--- config.mk ---
export PLATFORM = sky130hd
export DESIGN_NAME = alu_sequencer
export DESIGN_NICKNAME = d
export VERILOG_FILES = /design/src/rtl/alu_sequencer.sv
export SDC_FILE = /design/constraint.sdc
export NUM_CORES = 1
export LEC_CHECK = 0
export ABC_AREA = 1
export CAP_MARGIN = 30
export CORE_MARGIN = 2
export CORE_UTILIZATION = 51
export CTS_CLUSTER_DIAMETER = 50
export DETAILED_ROUTE_END_ITERATION = 6
export GPL_ROUTABILITY_DRIVEN = 1
export PLACE_DENSITY = 0.84
export SYNTH_ARGS = -nofsm -noshare
export SYNTH_HDL_FRONTEND = slang
export SYNTH_SLANG_ARGS = --single-unit
--- constraint.sdc ---
create_clock -name clk -period 2.3 [get_ports clk]
set_input_delay 0.345 -clock clk [delete_from_list [all_inputs] [get_ports clk]]
set_output_delay 0.345 -clock clk [all_outputs]
set_load 0.005 [all_outputs]
--- src/rtl/alu_sequencer.sv ---
// alu_sequencer: multi-cycle plus/minus/mult/div controller driving one shared external add/subtract unit
// Ports: clk, reset (async, active-low); start/op/numA/numB request, sampled only in IDLE;
//        addA/addB/addSub drive the shared adder, whose result comes back on addRes (bit W+1 = borrow);
//        busy/done handshake; result/remainder/err are held until the next accepted start.
module alu_sequencer #(
  parameter int         W        = 16,
  parameter logic [3:0] OP_PLUS  = 4'd12,
  parameter logic [3:0] OP_MINUS = 4'd13,
  parameter logic [3:0] OP_MULT  = 4'd14,
  parameter logic [3:0] OP_DIV   = 4'd15
) (
  input  logic         clk,
  input  logic         reset,
  input  logic         start,
  input  logic [3:0]   op,
  input  logic [W-1:0] numA,
  input  logic [W-1:0] numB,
  output logic [W:0]   addA,
  output logic [W:0]   addB,
  output logic         addSub,
  input  logic [W+1:0] addRes,
  output logic         busy,
  output logic         done,
  output logic [W-1:0] result,
  output logic [W-1:0] remainder,
  output logic         err
);
  localparam int CW = $clog2(W);
  typedef enum logic [2:0] {IDLE, ADDSUB, MUL, DIV, DONE} state_t;
  state_t state_q;
  logic [W-1:0] a_q, b_q, acc_q, rem_q, rem_d, quot_d;
  logic [3:0] op_q;
  logic [CW-1:0] cnt_q, idx;
  logic ovf_q, ovf_d, borrow, last;
  // Adder operands are decoded from registered state only, so the adder sees no path from the request inputs.
  always_comb begin
    idx = CW'(W-1) - cnt_q;
    addA = '0;
    addB = '0;
    addSub = 1'b0;
    case (state_q)
      ADDSUB: begin
        addA = {1'b0, a_q};
        addB = {1'b0, b_q};
        addSub = op_q == OP_MINUS;
      end
      MUL: begin
        addA = {1'b0, acc_q[W-2:0], 1'b0};
        addB = b_q[idx] ? {1'b0, a_q} : '0;
      end
      DIV: begin
        addA = {rem_q, a_q[idx]};
        addB = {1'b0, b_q};
        addSub = 1'b1;
      end
      default: ;
    endcase
    borrow = addRes[W+1];
    rem_d = borrow ? addA[W-1:0] : addRes[W-1:0];
    quot_d = {acc_q[W-2:0], ~borrow};
    // acc[W-1] set means the pending doubling already overflows
    ovf_d = ovf_q | acc_q[W-1] | addRes[W];
    last = cnt_q == CW'(W-1);
  end
  always_ff @(posedge clk or negedge reset) begin
    if (!reset) begin
      state_q <= IDLE;
      a_q <= '0;
      b_q <= '0;
      op_q <= '0;
      acc_q <= '0;
      rem_q <= '0;
      cnt_q <= '0;
      ovf_q <= 1'b0;
      busy <= 1'b0;
      done <= 1'b0;
      result <= '0;
      remainder <= '0;
      err <= 1'b0;
    end else begin
      case (state_q)
        IDLE: if (start) begin
          a_q <= numA;
          b_q <= numB;
          op_q <= op;
          acc_q <= '0;
          rem_q <= '0;
          cnt_q <= '0;
          ovf_q <= 1'b0;
          busy <= 1'b1;
          if (op == OP_PLUS || op == OP_MINUS) state_q <= ADDSUB;
          else if (op == OP_MULT) state_q <= MUL;
          else if (op == OP_DIV && numB != '0) state_q <= DIV;
          else begin
            state_q <= DONE;
            done <= 1'b1;
            result <= '0;
            remainder <= '0;
            err <= 1'b1;
          end
        end
        ADDSUB: begin
          result <= addRes[W-1:0];
          remainder <= '0;
          err <= op_q == OP_MINUS ? addRes[W+1] : addRes[W];
          done <= 1'b1;
          state_q <= DONE;
        end
        MUL: begin
          acc_q <= addRes[W-1:0];
          ovf_q <= ovf_d;
          cnt_q <= cnt_q + 1'b1;
          if (last) begin
            result <= addRes[W-1:0];
            remainder <= '0;
            err <= ovf_d;
            done <= 1'b1;
            state_q <= DONE;
          end
        end
        DIV: begin
          rem_q <= rem_d;
          acc_q <= quot_d;
          cnt_q <= cnt_q + 1'b1;
          if (last) begin
            result <= quot_d;
            remainder <= rem_d;
            err <= 1'b0;
            done <= 1'b1;
            state_q <= DONE;
          end
        end
        DONE: begin
          done <= 1'b0;
          busy <= 1'b0;
          state_q <= IDLE;
        end
        default: state_q <= IDLE;
      endcase
    end
  end
endmodule

* After elaboration in Yosys (flattened, before gate mapping)
Cells that the tools add are included.
** Operators by class
- Add/sub/neg operators :: 2
- Multipliers :: 0
- Div/mod/pow operators :: 0
- Order comparisons :: 1
- Equal/unequal tests :: 17
- Shift operators :: 0
- Multiplexer cells :: 44
- Bitwise operators :: 3
- Reductions and logical operators :: 22
** Operator list (count)
- $mux W16 :: 11
- $pmux W16 S4 :: 2
- $pmux W16 S2 :: 2
- $pmux W17 S3 :: 1
- $pmux W16 S3 :: 1
- $eq A4 B4 Y1 const B :: 6
- $reduce_bool A16 Y1 :: 1
- $mux W3 :: 5
- $reduce_and A2 Y1 :: 7
- $mux W1 :: 12
- $ne A2 B2 Y1 const B :: 6
- $pmux W3 S3 :: 1
- $bmux W1 S4 :: 2
- $pmux W1 S4 :: 2
- $pmux W4 S2 :: 1
- $reduce_bool A2 Y1 :: 4
- $reduce_bool A4 Y1 :: 2
- $reduce_and A7 Y1 :: 1
- $eq A3 B2 Y1 const B :: 2
- $pmux W1 S2 :: 3
- $reduce_and A6 Y1 :: 1
- $lt A4 B5 Y1 const B :: 1
- $add A4 B1 Y4 const B :: 1
- $mux W4 :: 1
- other kinds (11) :: 13
** Storage, ports and cells
- Register bits after elaboration :: 111
- Bits in latches :: 0
- Memory bits (writable) :: 0
- ROM bits :: 0
- Word-level logic and storage cells :: 102
- Memories kept :: 0

* Longest topological paths before layout
Gate-level depths: netlist of the first run.
- Word-level depth :: 7
- Depth in mapped cells :: 11
- Mapped depth without buffers :: 10

* Worst setup path after synthesis of the first run
No wires, ideal clock.
- Path kind :: register to output
- From :: reg cnt_q[0]
- To :: out addB[0]
- Arrival time :: 1.398 ns
- Data required time :: 1.955 ns
- Path slack :: 0.557 ns
- Stages on the path, launching flop included :: 10
- Path buffers :: 3
- Cells stage by stage :: dfrtp_1 buf_2 buf_2 nand2_1 o2111ai_1 nand4_1 nand2_1 buf_2 nand2_1 nand2_1
** On the way
- Longest elaborated chain between the ends :: 5
** Ends and longest elaborated chain
- from (decl) :: line 33 : logic [CW-1:0] cnt_q, idx;
- from (signal assigned) :: line 112 : cnt_q <= cnt_q + 1'b1;
- from (signal assigned) :: line 124 : cnt_q <= cnt_q + 1'b1;
- $sub A4 B4 Y4 :: line 37 : idx = CW'(W-1) - cnt_q;
- $bmux W1 S4 :: line 49 : addB = b_q[idx] ? {1'b0, a_q} : '0;
- $mux W1 (implied by the code) :: line 49
- $mux W16 :: line 49
- $pmux W16 S2 :: line 41 : case (state_q)
- to (decl) :: line 19 : output logic [W:0] addB,
Every way passes these cells. The select of a mux whose other input is x is not followed.

* Final worst setup path of the first run
- From :: reg cnt_q[0]
- To :: out addB[6]
The elaborated chain is that of the path after synthesis.

==> run summary, run 1 <==
Status - finished with violations
Failing checks - design-rule violations, negative setup slack
# rows - 38
Synth Flop Type - dfrtp_1
Final setup fails - 13
Fraction of registers with async set or reset after synthesis - 1.000
Fmax - 0.4224 GHz
Yosys cell types - 34
Worst EP required - 1960 ps
Most frequent cell on the critical path - buf_6
Vias post-DR - 5596
RSZ-0062 raised after global routing - true
Clk_lat worst skew - 380 ps
Drt total wl - 16.42 mm
Synth Register Bits - 111
Initial antenna violation count - 0
Crit start category - flip-flop
Clock root buffer - clkbuf_8
HPWL Detailed - 11.91 mm
Min cycle time layout - 2367 ps
Number of port buffers - 125
Tcrit/Tclk final - 1.029
Max-Cap Viols - 0
Starting Density - 0.5239
Slew HR - 0.5720
Register area share after synthesis - 0.4891
First-pass detailed-route iteration total - 7
Met2 Use GR - 0.4665
Compound-Gate Fraction of Synth Area - 0.1771
Met1 GRT Util - 0.3908
Buf+Inv Stages, Crit Path - 4
Largest cells by area after synthesis - dfrtp_1 49%, nand2_1 16%, inv_1 5.6%, o21ai_0 5.5%, a21oi_1 3.5%
Layout cells sized above 1 - 0.1412
Post-DRT Antenna Nets - 0
H-tree lvl count - 3
I/O pins - 127
Worst path max stage delay - 450 ps
Diode count - 0
Leakage power total - 3.648 nW
Via density - 5.535
Power Total - 7.069 mW
CTS tree - done
Clock skew - 14.69 ps
Peak fanout along the critical path - 5
GRT Residual Overflow - 0
Core ar. - 0.01084 mm^2
Most used routing layer - met2
GRT met3 Usage - 0.03912
Worst Hold Slack - 23.24 ps
Yosys top cell by area - dfrtp_1
Routability congestion estimate - 0.9373
Post-Synth Simple-Gate Area - 0.2375
Cells after Synth - 733
Vias in the first global route - 5384
Min-Delay Path Class - in -> async
Post-synthesis xor/xnor area fraction - 0.001542
Syn avg cell area - 7.748 um^2
Worst setup margin - -67.17 ps
Setup crit end kind - output port
Clk sinks - 111
Crit path DAT - 2020 ps
Num CTS Buffers - 9
Fin nets - 924
Syn nets - 791
Synthesis-to-finish area growth - 32.17%
Final core occ - 0.6924
Gr usage total - 0.2854
Die X-Extent - 109.5 um
Synth top area share - 0.4891
Yosys warnings - 0
Pwr/cell area - 941.8 mW/mm^2
Die H - 109.5 um
Number of synthesized flops with an enable pin - 0
Clk slew on worst S/H paths - 110 ps
Mapped cell area - 0.005679 mm^2
Slew of the pin with the lowest slew margin - 640.5 ps
Drt drc - 1
Most frequent cells in the layout - 229 x nand2_1, 108 x dfrtp_1, 92 x clkdlybuf4s50_1
Dpl cell area - 0.007127 mm^2
Finished layout cell area - 0.007506 mm^2
Die ar. - 0.01200 mm^2
Hold Vio Cnt, Final - 0
Filler cells - 902
Worst VDD drop - 0.5593 mV
Initial DRC Count - 482
Post-CTS Hold Buffers - 0
Largest family of logic cells by synthesized area - simple AND/OR/NAND/NOR gates
Mux cell area share after synthesis - 0
Crit path cell chain - buf_6, nor2_1, o22ai_1, o211ai_1, nand2_2, buf_12, buf_6, nand2_1, o21ai_1, buf_2
First-pass GRT wire length - 26.44 mm
Final slew viol count - 0
Slowest cell on the critical path - dfrtp_2
Post-Synth Adder-Cell Area - 0.002203
Crit-path leading delay family - buffers and inverters
Crit path kind - reg -> out
Largest net degree at the start of global routing - 112
Commonest non-fill, non-tap cell in the layout - nand2_1
Clk buf depth - 2
Routed len/inst - 16.24 um
## worst paths after layout
kind	cells past startpoint	start	endpoint	slack, ps
max in group asynchronous	2	reset	state_q[2]	1810
hold reg to reg	2	acc_q[0]	acc_q[0]	480
setup / recovery	10	cnt_q[0]	addB[6]	-70
min in group clk	2	acc_q[0]	acc_q[0]	480
setup reg to reg	11	cnt_q[0]	err	180
hold / removal	2	reset	result[2]	20
## power by group
part           total (mW)  leakage (nW)  internal (mW)  switching, mW
Sequential           2.86          1.47           2.50          0.359
Combinational        3.05          2.08           1.25           1.80
Clock                1.16        0.0992          0.443          0.715
## per-stage QoR
stage	setup slack, ps	instances	TNS (ps)
floorplan	557.0	733	0
global placement	44.77	984	0
detailed placement	-76.67	984	-539.9
CTS	-102.8	1010	-512.1
global route	-126.9	1011	-1422
finish	-67.17	1011	-506.7
## cell type report
cell class	count	area (um^2)	share of cell area
clock buffers	10	137.6	0.01834
clock inverters	6	51.30	0.006834
inverters	90	341.6	0.04551
multi-input cells	497	2496	0.3326
flip-flops and latches	111	2781	0.3706
well taps	140	175.2	0.02334
repair buffers	157	1523	0.2029
## logic make-up (layout without fill, tap and decap cells)
| group | after synthesis | count (layout) |
|---|---|---|
| buffers and inverters | 125 | 263 |
| other | 1 | 1 |
| AOI/OAI and AO/OA | 160 | 160 |
| xor gates and xnor gates | 1 | 1 |
| DFF | 111 | 111 |
| and+or+nand+nor | 334 | 334 |
| adders and majority gates | 1 | 1 |
## Yosys cell counts, drive strengths merged, types with 2 or more instances
| cell type | number |
|---|---|
| nand2 | 252 |
| dfrtp | 111 |
| inv | 89 |
| o21ai | 79 |
| nor2 | 44 |
| a21oi | 40 |
| nand3 | 31 |
| buf | 26 |
| o211ai | 15 |
| o221ai | 15 |
| clkbuf | 9 |
| nand4 | 6 |
| a21boi | 3 |
| o22ai | 3 |
| o31ai | 3 |
| o2111ai | 2 |
## routing by layer
layer | vias up | share of wire
li1 | 2633 | -
met1 | 2662 | 0.42
met2 | 274 | 0.48
met3 | 27 | 0.072
met4 | 0 | 0.022
met5 | - | 0
## registers in the layout, summed over array words and instances (netlist names), 3 cells and up
register,flops
a_q,16
state_q,3
rem_q,16
b_q,16
acc_q,16
cnt_q,4
op_q,4
remainder,16
result,16
## timing repair
action / 4_1_cts / 5_1_grt
setup endpoints to repair: 33 / 53
setup buffers: 9 / 3
hold endpoints to repair: 0 / 0
cloned: 1 / 0
pin swaps: 5 / 2
resized for setup: 113 / 28
No activity file was read; power rests on OpenSTA's default activity.
==> run 2, diff against run 1 <==
--- a/config.mk
+++ b/config.mk
@@ -10,6 +10,7 @@
 export CORE_MARGIN = 2
 export CORE_UTILIZATION = 51
 export CTS_CLUSTER_DIAMETER = 50
+export CTS_CLUSTER_SIZE = 10
 export DETAILED_ROUTE_END_ITERATION = 6
 export GPL_ROUTABILITY_DRIVEN = 1
 export PLACE_DENSITY = 0.84
==> results of run 2 <==
Final layout, timing and power as in run 1 (identical DEF).
==> run 3, diff against run 2 <==
--- a/config.mk
+++ b/config.mk
@@ -8,12 +8,12 @@
 export ABC_AREA = 1
 export CAP_MARGIN = 30
 export CORE_MARGIN = 2
-export CORE_UTILIZATION = 51
+export CORE_UTILIZATION = 31
 export CTS_CLUSTER_DIAMETER = 50
 export CTS_CLUSTER_SIZE = 10
 export DETAILED_ROUTE_END_ITERATION = 6
 export GPL_ROUTABILITY_DRIVEN = 1
-export PLACE_DENSITY = 0.84
+export PLACE_DENSITY = 0.6
 export SYNTH_ARGS = -nofsm -noshare
 export SYNTH_HDL_FRONTEND = slang
 export SYNTH_SLANG_ARGS = --single-unit
==> run 3 against run 2 <==
Effect of this change: sequential power hardly changed; global-route usage is 10 points lower; wire length is 8.3% higher; design area is 2.6% higher; critical endpoint is now addB[11]; register-to-register slack better by 20 ps; highest routed layer unchanged; utilization is 26 points lower; worst hold slack better by 450 ps; clock power is 34% higher; the flow finishes with violations (negative setup slack); fmax is 0.79% higher; first-iteration DRC count is 16% lower.
==> run summary, run 3 (synthesis results as in run 1) <==
Status - finished with violations
Failing checks - negative setup slack
Die X-Extent - 139.4 um (+27%)
Min-Delay Path Class - reg -> reg
Final slew viol count - 0 (unchanged)
Die ar. - 0.01942 mm^2 (+62%)
Leakage power total - 3.701 nW (+1.4%)
Most frequent cells in the layout - 237 x nand2_1, 107 x dfrtp_1, 91 x clkdlybuf4s50_1
Clock skew - 10.20 ps (-4.489 ps)
Worst setup margin - -48.71 ps (+18.46 ps)
Crit path kind - reg -> out
Clk buf depth - 2 (unchanged)
Power Total - 7.252 mW (+2.6%)
Drt total wl - 17.79 mm (+8.3%)
Fin nets - 931 (+0.76%)
Die H - 139.4 um (+27%)
Worst path max stage delay - 460 ps (about the same)
H-tree lvl count - 3 (unchanged)
Vias in the first global route - 5120 (-4.9%)
Tcrit/Tclk final - 1.021 (-0.008028)
Slew HR - 0.5986 (+0.02660)
Max-Cap Viols - 0 (unchanged)
Worst VDD drop - 0.5480 mV (-2.0%)
Setup crit end kind - output port
Sequential power share - 0.395 (-0.010)
Post-Place Worst Slack - 31.28 ps (+107.9 ps)
Largest net degree at the start of global routing - 54 (-52%)
Hold Vio Cnt, Final - 0 (unchanged)
Routed len/inst - 16.07 um (-1.1%)
Routability congestion estimate - 0.8606 (-8.2%)
Layout cells sized above 1 - 0.1401 (-0.001126)
Switching power - 2.876 mW (-0.11%)
Peak fanout along the critical path - 7 (+2)
Number of port buffers - 125 (unchanged)
Num CTS Buffers - 9 (unchanged)
First-pass detailed-route iteration total - 5 (-2)
Initial DRC Count - 407 (-16%)
Drt drc - 0 (-1)
Clk slew on worst S/H paths - 80 ps (-30 ps)
Clock root buffer - clkbuf_16
Clk sinks - 111 (unchanged)
GRT Residual Overflow - 0 (unchanged)
Diode count - 0 (unchanged)
# rows - 49 (+29%)
RSZ-0062 raised after global routing - true
Slowest cell on the critical path - dfrtp_2
Initial antenna violation count - 0 (unchanged)
CTS tree - done
First-pass GRT wire length - 28.41 mm (+7.5%)
Reg2reg path depth - 9 (-2)
Worst EP required - 1960 ps (about the same)
HPWL Detailed - 13.00 mm (+9.2%)
Gate power share - 0.392 (-0.040)
Fmax - 0.4258 GHz (+0.79%)
I/O pins - 127 (unchanged)
Starting Density - 0.3162 (-0.2077)
Clk pwr share - 0.213 (+0.049)
Min cycle time layout - 2349 ps (-18.46 ps)
Crit start category - flip-flop
Final core occ - 0.4286 (-0.2638)
Gr usage total - 0.1855 (-0.09985)
Commonest non-fill, non-tap cell in the layout - nand2_1
Slew of the pin with the lowest slew margin - 601.5 ps (-39.01 ps)
Synthesis-to-finish area growth - 35.58%
Crit path cell chain - buf_4, o2111ai_1, nand4_1, nand2_2, buf_6, buf_6, nand2_2, o21ai_1, buf_2
Core ar. - 0.01796 mm^2 (+66%)
Internal Pwr Total - 4.376 mW (+4.4%)
Hold path cells - 2
Crit path DAT - 2000 ps (-20 ps)
Pwr/cell area - 941.8 mW/mm^2 (about the same)
Net Sw Frac - 0.3966 (-0.01073)
Post-DRT Antenna Nets - 0 (unchanged)
Clk_lat worst skew - 360 ps (-20 ps)
Final setup fails - 4 (-9)
Vias post-DR - 5349 (-4.4%)
Filler cells - 1812 (+100%)
Via density - 4.832 (-13%)
run 3: cell types whose count changed in the layout (fill, tap and decap cells not counted), sizes merged:
| cell | before | now |
|---|---|---|
| dlygate4sd3 | 0 | 1 |
| clkdlybuf4s50 | 92 | 91 |
| clkinv | 5 | 2 |
| clkdlybuf4s15 | 1 | 0 |
| dlymetal6s2s | 0 | 1 |
| clkinvlp | 0 | 2 |
| buf | 46 | 56 |
| clkbuf | 13 | 11 |
run 3: timing repair:
item                                    CTS  global route
gates resized for setup                 103            28
endpoints found under the setup margin   32            19
setup buffers                            12             2
hold buffers                              1             0
pin swaps                                 4            13
cloned                                    1             0
hold endpoints to repair                 33             0
run 3: final cells by class:
| type | count | area, um^2 | share of cell area |
|---|---|---|---|
| Clock buffer | 11 | 242.7 | 0.03152 |
| Clock inverter | 5 | 41.29 | 0.005362 |
| Multi-Input combinational cell | 497 | 2466 | 0.3203 |
| Inverter | 90 | 337.8 | 0.04387 |
| Timing Repair Buffer | 164 | 1543 | 0.2004 |
| Sequential cell | 111 | 2783 | 0.3614 |
| Tap cell | 229 | 286.5 | 0.03721 |
run 3: power groups by stage:
stage                     clock (mW)  sequential, mW  combinational (mW)
after floorplan                    0            2.79                1.60
after global placement             0            2.87                2.63
after global routing            1.64            2.95                3.18
after detailed placement           0            2.89                2.64
final                           1.55            2.86                2.84
after CTS                       1.58            2.86                2.88
run 3: worst max-delay path: cells and delay by family, from the launching register on:
kind            cells  cell delay, ps
simple gates        3             340
flops               1             460
buf+inv             4             560
compound gates      2             290
run 3: worst paths after layout:
check | to | from | slack, ps
max in group asynchronous | cnt_q[0] | reset | 1190
min | acc_q[13] | acc_q[13] | 470
max reg2reg | remainder[14] | cnt_q[0] | 200
max | addB[11] | cnt_q[0] | -50
min in group asynchronous | result[4] | reset | 480
min reg2reg | acc_q[13] | acc_q[13] | 470
run 3: stage by stage:
step | instance area (um^2) | setup TNS [ps] | hold slack [ps] | instances
2_1_floorplan | 5679 | 0 | 49.41 | 733
3_3_place_gp | 7281 | 0 | 346.4 | 1077
3_5_place_dp | 7281 | 0 | 347.2 | 1077
4_1_cts | 7651 | -198.3 | 477.8 | 1107
5_1_grt | 7700 | -1079 | 498.2 | 1107
6_report | 7700 | -185.2 | 474.5 | 1107
run 3: per-layer routing:
layer,up-vias,track usage,wire (um)
li1,2652,-,-
met1,2490,0.2707,8568
met5,-,0,0
met3,11,0.04680,1118
met4,0,0.03349,162
met2,196,0.2820,7938
